**src/rtl/stage_sequencer.sv**
```systemverilog
// stage_sequencer: multi-cycle Y86 sequencer. It walks each instruction through
// FETCH, DECODE, EXECUTE, MEMORY, WRITEBACK and PCUPD, one cycle per stage, and
// raises exactly one registered stage enable in each of those states. Faults
// seen in FETCH or MEMORY stop the machine for good; only rst leaves STOPPED.
// Optional feature: define SEQ_STEP_EN to add a `step` input and a PAUSE state
// after every PCUPD, which allows single-stepping one instruction at a time.
module stage_sequencer #(
  parameter logic [63:0] RESET_PC = 64'd0,
  parameter int          CNT_W    = 32
) (
  input  logic             clk,
  input  logic             rst,
  input  logic             start,
  input  logic             halt_in,
  input  logic             imem_error,
  input  logic             instr_invalid,
  input  logic             dmem_error,
`ifdef SEQ_STEP_EN
  input  logic             step,
`endif
  input  logic [63:0]      pc_new,
  output logic [63:0]      pc,
  output logic             f_en,
  output logic             d_en,
  output logic             e_en,
  output logic             m_en,
  output logic             w_en,
  output logic             pc_en,
  output logic [2:0]       stat,
  output logic             running,
  output logic [CNT_W-1:0] instr_count
);

  localparam logic [2:0] ST_AOK = 3'd1;
  localparam logic [2:0] ST_HLT = 3'd2;
  localparam logic [2:0] ST_ADR = 3'd3;
  localparam logic [2:0] ST_INS = 3'd4;

  // One-hot stage enables, bit order f,d,e,m,w,pc from LSB.
  localparam logic [5:0] EN_F  = 6'b000001;
  localparam logic [5:0] EN_D  = 6'b000010;
  localparam logic [5:0] EN_E  = 6'b000100;
  localparam logic [5:0] EN_M  = 6'b001000;
  localparam logic [5:0] EN_W  = 6'b010000;
  localparam logic [5:0] EN_PC = 6'b100000;

  typedef enum logic [3:0] {
    S_IDLE, S_FETCH, S_DECODE, S_EXECUTE, S_MEMORY, S_WRITEBACK, S_PCUPD,
    S_STOPPED
`ifdef SEQ_STEP_EN
    , S_PAUSE
`endif
  } state_t;

  state_t     state;
  logic [5:0] en_q;
  logic [2:0] fetch_fault;

  assign f_en  = en_q[0];
  assign d_en  = en_q[1];
  assign e_en  = en_q[2];
  assign m_en  = en_q[3];
  assign w_en  = en_q[4];
  assign pc_en = en_q[5];

  // Fetch fault status with imem_error > instr_invalid > halt_in; 0 means none.
  always_comb begin
    fetch_fault = 3'd0;
    if (imem_error)         fetch_fault = ST_ADR;
    else if (instr_invalid) fetch_fault = ST_INS;
    else if (halt_in)       fetch_fault = ST_HLT;
  end

  // Sequencer FSM; enables and running are loaded together with the next state
  // so they are registered and valid for the whole cycle of that state.
  always_ff @(posedge clk or posedge rst) begin
    if (rst) begin
      state       <= S_IDLE;
      pc          <= RESET_PC;
      stat        <= ST_AOK;
      instr_count <= '0;
      en_q        <= '0;
      running     <= 1'b0;
    end else begin
      case (state)
        S_IDLE: begin
          if (start) begin
            state   <= S_FETCH;
            en_q    <= EN_F;
            running <= 1'b1;
          end
        end
        S_FETCH: begin
          if (fetch_fault != 3'd0) begin
            // pc stays on the faulting instruction, count untouched
            state   <= S_STOPPED;
            stat    <= fetch_fault;
            en_q    <= '0;
            running <= 1'b0;
          end else begin
            state <= S_DECODE;
            en_q  <= EN_D;
          end
        end
        S_DECODE: begin
          state <= S_EXECUTE;
          en_q  <= EN_E;
        end
        S_EXECUTE: begin
          state <= S_MEMORY;
          en_q  <= EN_M;
        end
        S_MEMORY: begin
          if (dmem_error) begin
            state   <= S_STOPPED;
            stat    <= ST_ADR;
            en_q    <= '0;
            running <= 1'b0;
          end else begin
            state <= S_WRITEBACK;
            en_q  <= EN_W;
          end
        end
        S_WRITEBACK: begin
          state <= S_PCUPD;
          en_q  <= EN_PC;
        end
        S_PCUPD: begin
          // retire: commit next pc and bump the counter (wraps naturally)
          pc          <= pc_new;
          instr_count <= instr_count + CNT_W'(1);
`ifdef SEQ_STEP_EN
          state <= S_PAUSE;
          en_q  <= '0;
`else
          state <= S_FETCH;
          en_q  <= EN_F;
`endif
        end
`ifdef SEQ_STEP_EN
        S_PAUSE: begin
          if (step) begin
            state <= S_FETCH;
            en_q  <= EN_F;
          end
        end
`endif
        S_STOPPED: begin
          state <= S_STOPPED;
        end
        default: begin
          state   <= S_IDLE;
          en_q    <= '0;
          running <= 1'b0;
        end
      endcase
    end
  end

endmodule

```
**config.mk**
```make
export PLATFORM = sky130hd
export DESIGN_NAME = stage_sequencer
export DESIGN_NICKNAME = d
export VERILOG_FILES = /design/src/rtl/stage_sequencer.sv
export SDC_FILE = /design/constraint.sdc
export NUM_CORES = 1
export LEC_CHECK = 0
export CAP_MARGIN = 25
export CORE_MARGIN = 5
export CORE_UTILIZATION = 47
export DETAILED_ROUTE_END_ITERATION = 8
export MAX_ROUTING_LAYER = met4
export PLACE_DENSITY = 0.86
export SYNTH_ARGS = -nofsm -noshare
export SYNTH_HDL_FRONTEND = slang
export SYNTH_SLANG_ARGS = --single-unit
```
**constraint.sdc**
```tcl
create_clock -name clk -period 8.84 [get_ports clk]
set_input_delay 1.768 -clock clk [delete_from_list [all_inputs] [get_ports clk]]
set_output_delay 1.768 -clock clk [all_outputs]
set_load 0.01 [all_outputs]
```
Word level (Yosys, flattened, before mapping)
Cells that the tools add are included.
{"block": "word_totals", "regBits": 110, "inputBits": 71}
{"block": "op_classes", "n_addsub": 1, "eq_ne": 10, "muxes": 18, "bitwise": 2, "reduce_logical": 7}
{"cell": "$pmux W6 S8", "n": 1}
{"cell": "$add A32 B1 Y32 const B", "n": 1}
{"cell": "$pmux W4 S8", "n": 1}
{"cell": "$eq A4 B3 Y1 const B", "n": 4}
{"cell": "$mux W3", "n": 5}
{"cell": "$eq A4 B2 Y1 const B", "n": 2}
{"cell": "$mux W2", "n": 3}
{"cell": "$mux W6", "n": 1}
{"cell": "$ne A2 B2 Y1 const B", "n": 3}
{"cell": "$pmux W3 S2", "n": 1}
{"cell": "$mux W5", "n": 1}
{"cell": "$reduce_or A5 Y1", "n": 1}
{"cell": "$eq A4 B1 Y1 const B", "n": 1}
{"cell": "$logic_not A4 Y1", "n": 1}
{"cell": "$mux W4", "n": 1}
{"cell": "$pmux W1 S4", "n": 1}
{"cell": "$reduce_and A4 Y1", "n": 1}
{"cell": "$mux W1", "n": 3}
{"cell": "$reduce_and A3 Y1", "n": 1}
{"cell": "$reduce_bool A3 Y1", "n": 1}
{"cell": "$not A1 Y1", "n": 2}
{"cell": "$reduce_and A2 Y1", "n": 1}
{"cell": "$reduce_bool A2 Y1", "n": 1}

Longest topological paths before layout
Gate-level depths: netlist (run 1).
{"block": "logic_depth", "depth_word": 6, "depth_mapped": 8, "ltp_nobuf": 5}

Worst setup path after synthesis (run 1)
No wires, ideal clock.
{"block": "synth_timing", "kind": "input-to-reg", "start": "in halt_in", "end": "reg stat[2]", "setup_time_ns": 0.125, "t_arrival_ns": 2.637, "required_ns": 8.715, "slack_ns": 6.078, "cell_stages": 5, "n_path_buf": 0, "cell_sequence": "nor3_1 -> nor3_1 -> a31oi_1 -> nor2_1 -> mux2_2"}
{"block": "synth_between", "elab_chain_cells": 6}
{"element": "start: declaration", "line": "14", "text": "input logic halt_in,"}
{"element": "$mux W2", "line": "71", "text": "else if (halt_in) fetch_fault = ST_HLT;"}
{"element": "$mux W3", "line": "70", "text": "else if (instr_invalid) fetch_fault = ST_INS;"}
{"element": "$mux W3", "line": "69", "text": "if (imem_error) fetch_fault = ST_ADR;"}
{"element": "$reduce_bool A3 Y1", "line": "94", "text": "if (fetch_fault != 3'd0) begin"}
{"element": "$ne A2 B2 Y1 (no source line)"}
{"element": "$reduce_and A3 Y1 (no source line)"}
{"element": "end signal: assignment", "line": "97", "text": "stat <= fetch_fault;"}
{"element": "end: declaration", "line": "29", "text": "output logic [2:0] stat,"}
Every way passes these cells.
A chain may end at the register's enable or synchronous reset.

Final worst setup path (run 1)
{"block": "layout_timing", "start": "reg instr_count[2]", "end": "out instr_count[2]"}
{"element": "start: declaration", "line": "31", "text": "output logic [CNT_W-1:0] instr_count"}
{"element": "start signal: assignment", "line": "131", "text": "instr_count <= instr_count + CNT_W'(1);"}
No word-level cell between the ends.

==> results.yml, run 1 <==
synthesis:
  synthCells: 469
  ys.flop_type: "dfrtp_1"
  synth_top_cell_area_share_pct: 60.4
  synth.most_common_cell: "nand2_1"
  synth_edf_count: 0
  ys_seq_area_share_pct: 61.0
  async_flop_share_pct: 100
  synth_seq_cells: 109
  synth_area_um2: 4470
  synth_common_cells: "210 x nand2_1, 108 x dfrtp_1, 19 x xnor2_1, 16 x clkbuf_1, 12 x nor2_1"
  yosys.area.top_type: "dfrtp_1"
  ys_types: 40
  syn_area_per_cell_um2: 9.54
  ys_warn_count: 0
  synth_area_leaders: "dfrtp_1 60%, nand2_1 18%, xnor2_1 3.7%"
  syn_nets: 541
run:
  max-cap-violations: 0
clock_tree:
  clk_latency_ns: 0.35
  cts_buffers: 9
  post-cts-setup-buffers: 0
  cts_max_level: 3
  cts.sinks: 109
  hold_buffers: 0
  cts-root-buf: "clkbuf_8"
  clkTransAtPathRegs_ns: 0.09
  clockBufferDepth: 2
  cts_tree: "yes"
  cts_resized: 0
global_routing:
  grt_use_met3_pct: 4.44
  use_met2_pct: 34.8
  grt_first_pass_wirelength_um: 19600
  grt_pass1_vias: 4072
  track_usage_pct: 21.8
  antenna_found_initial: 0
  grt_use_met1_pct: 27.7
  busiest_layer: "met2"
  gr-total-overflow: 0
  grt_max_degree: 71
power_and_ir_drop:
  total_power_w: 0.00196
  p_leak_nw: 3.06
  p_per_area_nw_per_um2: 299
  ir_drop_uv: 179
critical_path:
  worstPathCellList: "clkdlybuf4s50_1"
  slowest_stage: "clkdlybuf4s50_1"
  critical_path.max_fanout: 5
  critical_path.top_delay_family: "buffers and inverters"
  worstPathArrival_ns: 1.43
  crit_required_ns: 7.07
  crit_path_start_kind: "flip-flop"
  worstSetupPathType: "reg2out"
  cp_slowest_stage_delay_ns: 0.60
  crit_buf_inv: 1
  crit_path_end_kind: "output port"
drt:
  dr.pass1.iters: 4
  drtIter0Drc: 232
  vias: 3848
  viasPerCell: 4.99
  postRouteWirelength_um: 11800
  drc: 0
  wl_per_cell_um: 15.3
  ant_nets: 0
placed_design:
  dp_hpwl_um: 8830
  place.gp.congestion: 0.873
  port_buffers: 176
  placed_area_um2: 6340
sta:
  finalCritPeriodShare_pct: 36.2
  slew_violations: 0
  worst_pin_slew_ns: 0.866
  finalHoldViolations: 0
  max_freq_ghz: 0.313
  rsz0062_at_grt: "no"
  fin_crit_ns: 3.20
  report.final.setup_viol: 0
  setup_tns_ns: 0
  relSlewSlack_pct: 42.2
  finalClockSkew_ns: 0.0129
outcome:
  outcome: "finished clean"
cells_and_area:
  num-fill-cells: 664
  fin_area_um2: 6560
  drive_above_1_share_pct: 4.83
  nets: 709
  antenna_cells: 0
  area_delta_synth_final_pct: 46.5
die:
  boundaryPins: 177
  start_util_pct: 48.4
  num_rows: 35
  die_area_um2: 11600
  die_x_um: 108
  core_area_um2: 9240
  dieHeight_um: 108
hold_path:
  worstHoldPathType: "reg2reg"
logic make-up after synthesis:
group	synth area share [%]
AO/OA/AOI/OAI	3.47
XOR/XNOR	6.24
adder cells (fa/ha/maj)	0.280
buffers and inverters	2.88
flip-flops	61.0
multiplexers	0.727
AND/OR/NAND/NOR	25.4
per-layer routing:
layer / share of wire (%) / vias to the layer above / routed length [µm]
met5: 0 / - / 0
met4: 2.6 / 0 / 312
met3: 6.6 / 23 / 783
met2: 49 / 169 / 5820
met1: 42 / 1829 / 4910
li1: - / 1827 / -
path summary, 6_finish.rpt:
| kind | start | to | slack, ns | cells after the start |
|---|---|---|---|---|
| worst max-delay path | instr_count[2]$_DFFE_PP0P_ | instr_count[2] | 5.64 | 1 |
| worst min-delay path | instr_count[31]$_DFFE_PP0P_ | instr_count[31]$_DFFE_PP0P_ | 0.48 | 1 |
| worst max register to register | state[1]$_DFFE_PP0P_ | instr_count[30]$_DFFE_PP0P_ | 6.40 | 5 |
| worst min register to register | instr_count[31]$_DFFE_PP0P_ | instr_count[31]$_DFFE_PP0P_ | 0.48 | 1 |
| max in group asynchronous | rst | instr_count[13]$_DFFE_PP0P_ | 5.78 | 3 |
| min in group asynchronous | rst | pc[45]$_DFFE_PP0P_ | 1.80 | 2 |
layout make-up:
class	instances	area, µm²	share of cell area, %
repair buffers	179	1780	27.2
well taps	129	161	2.46
multi-input cells	328	1620	24.8
inverters	10	40.0	0.611
clock buffers	12	145	2.21
flip-flops and latches	109	2730	41.6
clock inverters	4	72.6	1.11
registers in the layout, indices dropped and copies added (netlist names):
register     cells
pc              64
instr_count     32
en_q             6
stat             3
state            3
running          1
through the flow:
step	std cells	util [%]	hold WS, ns	worst slack (ns)
floorplan	469	-	0.504	4.20
global placement	755	68.6	0.458	5.39
detailed placement	755	68.6	0.462	5.33
CTS	771	70.9	0.478	5.62
global route	771	70.9	0.498	5.51
finish	771	70.9	0.476	5.64
placed cells by master, fill, tap and decap left out, types with 7 or more instances in the layout:
| cell | instances |
|---|---|
| nor3_1 | 8 |
| dfrtp_1 | 108 |
| clkdlybuf4s50_1 | 176 |
| nor2_1 | 12 |
| a21oi_1 | 7 |
| xor2_1 | 11 |
| nand2_1 | 210 |
| nand3_1 | 10 |
| clkbuf_8 | 10 |
| inv_1 | 9 |
| xnor2_1 | 19 |
| nand4_1 | 10 |
where the power goes:
group,switching [W],leakage (nW),internal [W]
combinational,0.000395,1.57,0.000424
sequential,0.000138,1.39,0.000677
clock,0.000155,0.107,0.000167
No activity file was read; power rests on OpenSTA's default activity.
==> run 2, diff against run 1 <==
Settings changed: CORE_UTILIZATION 47 to 44, PLACE_DENSITY 0.86 to 0.81.
Clock period 8.84 ns to 3.05 ns, I/O delays scaled along.
==> run 2 against run 1 <==
Worst hold slack gained 0.0040 ns. Sequential cell count did not move. Non-clock buffer count up 3. Clock power grew to 2.8 times the previous value. Sequential share of layout area is 0.11 points lower. Core utilization decreased by 4.3 points. Global-route usage decreased by 2.0 points. Critical endpoint is now instr_count[29]$_DFFE_PP0P_.
==> results.yml, run 2 (same netlist as run 1, synthesis figures left out) <==
outcome:
  outcome: "finished clean"
placed_design:
  dp_hpwl_um: 8550
  place.gp.congestion: 0.863
  placed_area_um2: 6370
  post-place-ws_ns: 0.677
  port_buffers: 176
clock_tree:
  clk_latency_ns: 0.36
  cts_max_level: 3
  cts_resized: 0
  cts-root-buf: "clkbuf_8"
  clkTransAtPathRegs_ns: 0.10
  clockBufferDepth: 2
  hold_buffers: 0
  cts_buffers: 9
  post-cts-setup-buffers: 0
  cts_tree: "yes"
  cts.sinks: 109
cells_and_area:
  fin_area_um2: 6570
  antenna_cells: 0
  reg_top3: "pc: 64 flops, instr_count: 32 flops, en_q: 6 flops"
  final_common_cell: "nand2_1"
  top_register: "pc"
  multi_input_area_um2: 1620
  fin_util_pct: 66.6
  largest_reg_flops: 64
  drive_above_1_share_pct: 5.43
  area_delta_synth_final_pct: 46.9
  register_area_um2: 2730
  final_cell_mix: "210 x nand2_1, 176 x clkdlybuf4s50_1, 108 x dfrtp_1, 19 x xnor2_1, 12 x nor2_1"
  nets: 712
  num-fill-cells: 764
sta:
  max_freq_ghz: 0.417
  relSlewSlack_pct: 45.7
  report.final.setup_viol: 0
  fin_crit_ns: 2.40
  finalHoldViolations: 0
  slew_violations: 0
  rsz0062_at_grt: "no"
  setup_tns_ns: 0
  finalClockSkew_ns: 0.0174
  setup_ws_ns: 0.651
  finalHoldWorstSlack_ns: 0.480
  finalCritPeriodShare_pct: 78.7
  worst_pin_slew_ns: 0.815
critical_path:
  worstSetupPathType: "reg2reg"
  reg2reg_from: "state[1]$_DFFE_PP0P_"
  crit_path_start_kind: "flip-flop"
  crit_required_ns: 3.30
  critical_path.max_fanout: 17
  worstPathArrival_ns: 2.64
  crit_path_end_kind: "flip-flop"
  crit_start: "state[1]$_DFFE_PP0P_"
drt:
  drc: 0
  drtIter0Drc: 186
  dr.pass1.iters: 5
  viasPerCell: 4.86
  vias: 3778
  ant_nets: 0
  postRouteWirelength_um: 11500
  wl_per_cell_um: 14.7
die:
  core_area_um2: 9860
  die_area_um2: 12300
  boundaryPins: 177
  num_rows: 36
  die_x_um: 111
  dieHeight_um: 111
  start_util_pct: 45.4
global_routing:
  busiest_layer: "met2"
  track_usage_pct: 19.8
  grt_use_met3_pct: 5.95
  grt_first_pass_wirelength_um: 19500
  grt_use_met1_pct: 24.7
  use_met2_pct: 31.5
  gr-total-overflow: 0
  antenna_found_initial: 0
  grt_pass1_vias: 3868
  grt_max_degree: 66
hold_path:
  worstHoldStart: "instr_count[31]$_DFFE_PP0P_"
  worstHoldPathType: "reg2reg"
power_and_ir_drop:
  p_per_area_nw_per_um2: 857
  p_leak_nw: 3.07
  ir_drop_uv: 476
run:
  max-cap-violations: 0
[run 2: layout make-up]
class / count / area share [%]
well taps: 133 / 2.53
clock buffers: 11 / 2.15
clock inverters: 5 / 0.990
flip-flops and latches: 109 / 41.5
multi-input cells: 328 / 24.7
repair buffers: 182 / 27.5
inverters: 10 / 0.628
[run 2: per-stage QoR]
stage / cells / power (W)
2_1_floorplan: 469 / 0.00342
3_3_place_gp: 762 / 0.00470
3_5_place_dp: 762 / 0.00479
4_1_cts: 778 / 0.00572
5_1_grt: 778 / 0.00606
6_report: 778 / 0.00563
[run 2: critical path: stages (launching register included)]
cell and delay, ns:
dfrtp_1 0.68, and3b_2 0.39, nand4_4 0.18, or4_1 0.70
nand2b_4 0.21, xnor2_2 0.13
[run 2: final timing paths]
check,endpoint,slack (ns),cells past startpoint
worst min-delay path,instr_count[31]$_DFFE_PP0P_,0.48,1
worst max-delay path,instr_count[29]$_DFFE_PP0P_,0.65,5
worst min register to register,instr_count[31]$_DFFE_PP0P_,0.48,1
max in group asynchronous,pc[44]$_DFFE_PP0P_,1.64,3
worst max register to register,instr_count[29]$_DFFE_PP0P_,0.65,5
min in group asynchronous,instr_count[27]$_DFFE_PP0P_,0.77,3
[run 2: report_power, final]
part | internal [W] | switching (W)
combinational | 0.00124 | 0.00118
sequential | 0.00196 | 0.000357
clock | 0.000414 | 0.000486
[run 2: metal layers]
metal  vias up  share of wire (%)  wire length, µm
met5         -                  0                0
met2       142                 48             5470
li1       1837                  -                -
met3        18                7.8              897
met4         0                1.6              180
met1      1781                 43             4910
==> run 3, diff against run 2 <==
Clock period 3.05 ns to 2.45 ns, I/O delays scaled along.
==> run 3 against run 2 <==
Total power grew 25%. Register-to-register slack got worse by 0.33 ns. Sequential cell count unchanged. Largest cell class unchanged. Highest routed layer unchanged. Clock skew decreased by 0.0097 ns. Wire length up 2.2%.
==> results.yml, run 3 (same netlist as run 1, synthesis figures left out) <==
power_and_ir_drop:
  p_per_area_nw_per_um2: 1070
  p_leak_nw: 3.07
  p_sw_share_pct: 36.0
  power_frac_clock_pct: 15.6
  ir_drop_uv: 588
  p_int_w: 0.00451
  p_switching_w: 0.00253
  comb_power_share_pct: 44.1
  seqPwrFrac_pct: 40.4
  total_power_w: 0.00705
clock_tree:
  hold_buffers: 0
  cts-root-buf: "clkbuf_8"
  clk_latency_ns: 0.36
  clkTransAtPathRegs_ns: 0.10
  post-cts-setup-buffers: 0
  clockBufferDepth: 2
  cts_tree: "yes"
  cts.sinks: 109
  cts_resized: 0
  cts_buffers: 9
  cts_max_level: 3
die:
  die_area_um2: 12300
  die_x_um: 111
  core_area_um2: 9860
  num_rows: 36
  boundaryPins: 177
  start_util_pct: 45.4
  dieHeight_um: 111
global_routing:
  gr-total-overflow: 0
  busiest_layer: "met2"
  grt_use_met3_pct: 4.97
  antenna_found_initial: 0
  grt_pass1_vias: 3985
  use_met2_pct: 31.7
  grt_max_degree: 69
  grt_first_pass_wirelength_um: 19700
  track_usage_pct: 20.0
  grt_use_met1_pct: 25.5
sta:
  rsz0062_at_grt: "no"
  setup_tns_ns: 0
  finalClockSkew_ns: 0.00772
  slew_violations: 0
  max_freq_ghz: 0.469
  report.final.setup_viol: 0
  worst_pin_slew_ns: 0.707
  relSlewSlack_pct: 52.9
  finalHoldViolations: 0
  finalCritPeriodShare_pct: 87.0
  fin_crit_ns: 2.13
  finalHoldWorstSlack_ns: 0.481
hold_path:
  worstHoldPathType: "reg2reg"
drt:
  vias: 3805
  dr.pass1.iters: 5
  postRouteWirelength_um: 11700
  ant_nets: 0
  wl_per_cell_um: 15.0
  viasPerCell: 4.87
  drtIter0Drc: 194
  drc: 0
critical_path:
  critical_path.max_fanout: 68
  crit_path_start_kind: "flip-flop"
  crit_path_end_kind: "flip-flop"
  worstPathCellList: "and3b_2 -> buf_4 -> and3_1 -> nand3_1 -> nor2_1 -> xor2_1"
  slowest_stage: "buf_4"
  cp_slowest_stage_delay_ns: 0.54
  crit_required_ns: 2.74
  worstPathArrival_ns: 2.42
  worstSetupPathType: "reg2reg"
cells_and_area:
  register_area_um2: 2730
  area_delta_synth_final_pct: 47.3
  nets: 715
  drive_above_1_share_pct: 6.02
  final_common_cell: "nand2_1"
  final_cell_mix: "210 x nand2_1, 176 x clkdlybuf4s50_1, 108 x dfrtp_1, 19 x xnor2_1, 12 x nor2_1"
  multi_input_area_um2: 1620
  num-fill-cells: 779
  largest_reg_flops: 64
  reg_top3: "pc: 64 flops, instr_count: 32 flops, en_q: 6 flops"
  top_register: "pc"
  antenna_cells: 0
  fin_area_um2: 6590
placed_design:
  placed_area_um2: 6390
  dp_hpwl_um: 8630
  port_buffers: 176
  place.gp.congestion: 0.837
outcome:
  outcome: "finished clean"
run:
  max-cap-violations: 0
[run 3: changes by cell type in the layout (fill, tap and decap cells not counted)]
cell,previous run,this run
clkinv_2,0,2
clkinv_4,1,0
clkbuf_1,1,0
buf_4,6,9
clkinvlp_4,1,4
inv_6,3,0
[run 3: layout make-up]
type,instances,share of cell area (%)
Sequential cell,109,41.4
Timing Repair Buffer,185,27.8
Multi-Input combinational cell,328,24.6
Tap cell,133,2.53
Clock buffer,10,2.09
Clock inverter,6,0.949
Inverter,10,0.627
[run 3: worst max-delay path: cells and delay by family, from the launching register on]
family        cells  cell delay, ns
xor+xnor          1            0.15
buf+inv           1            0.54
flops             1            0.39
simple gates      4            0.96
[run 3: final timing paths]
check,start,to,slack (ns),cells past startpoint
min,pc[20]$_DFFE_PP0P_,pc[20]$_DFFE_PP0P_,0.48,2
min reg2reg,pc[20]$_DFFE_PP0P_,pc[20]$_DFFE_PP0P_,0.48,2
max reg2reg,state[0]$_DFFE_PP0P_,instr_count[14]$_DFFE_PP0P_,0.32,6
min in group asynchronous,rst,instr_count[26]$_DFFE_PP0P_,0.68,3
max,state[0]$_DFFE_PP0P_,instr_count[14]$_DFFE_PP0P_,0.32,6
max in group asynchronous,rst,pc[48]$_DFFE_PP0P_,1.28,3
[run 3: per-layer routing]
layer / part of all wire (%) / vias up
met5: 0 / -
met4: 1.3 / 0
met3: 6.8 / 15
met2: 49 / 137
met1: 43 / 1818
li1: - / 1835
[run 3: power groups by stage]
stage / Sequential (W) / Clock [W] / Combinational [W]
after floorplan: 0.00312 / 0 / 0.00114
after global placement: 0.00284 / 0 / 0.00306
after detailed placement: 0.00288 / 0 / 0.00314
after CTS: 0.00285 / 0.00112 / 0.00316
after global routing: 0.00294 / 0.00120 / 0.00341
final: 0.00285 / 0.00110 / 0.00310
[run 3: through the flow]
stage          std cells  setup WS [ns]  util [%]
2_1_floorplan        469          0.494         -
5_1_grt              781          0.111      66.8
6_report             781          0.318      66.8
3_5_place_dp         765          0.277      64.8
3_3_place_gp         765          0.374      64.8
4_1_cts              781          0.249      66.8
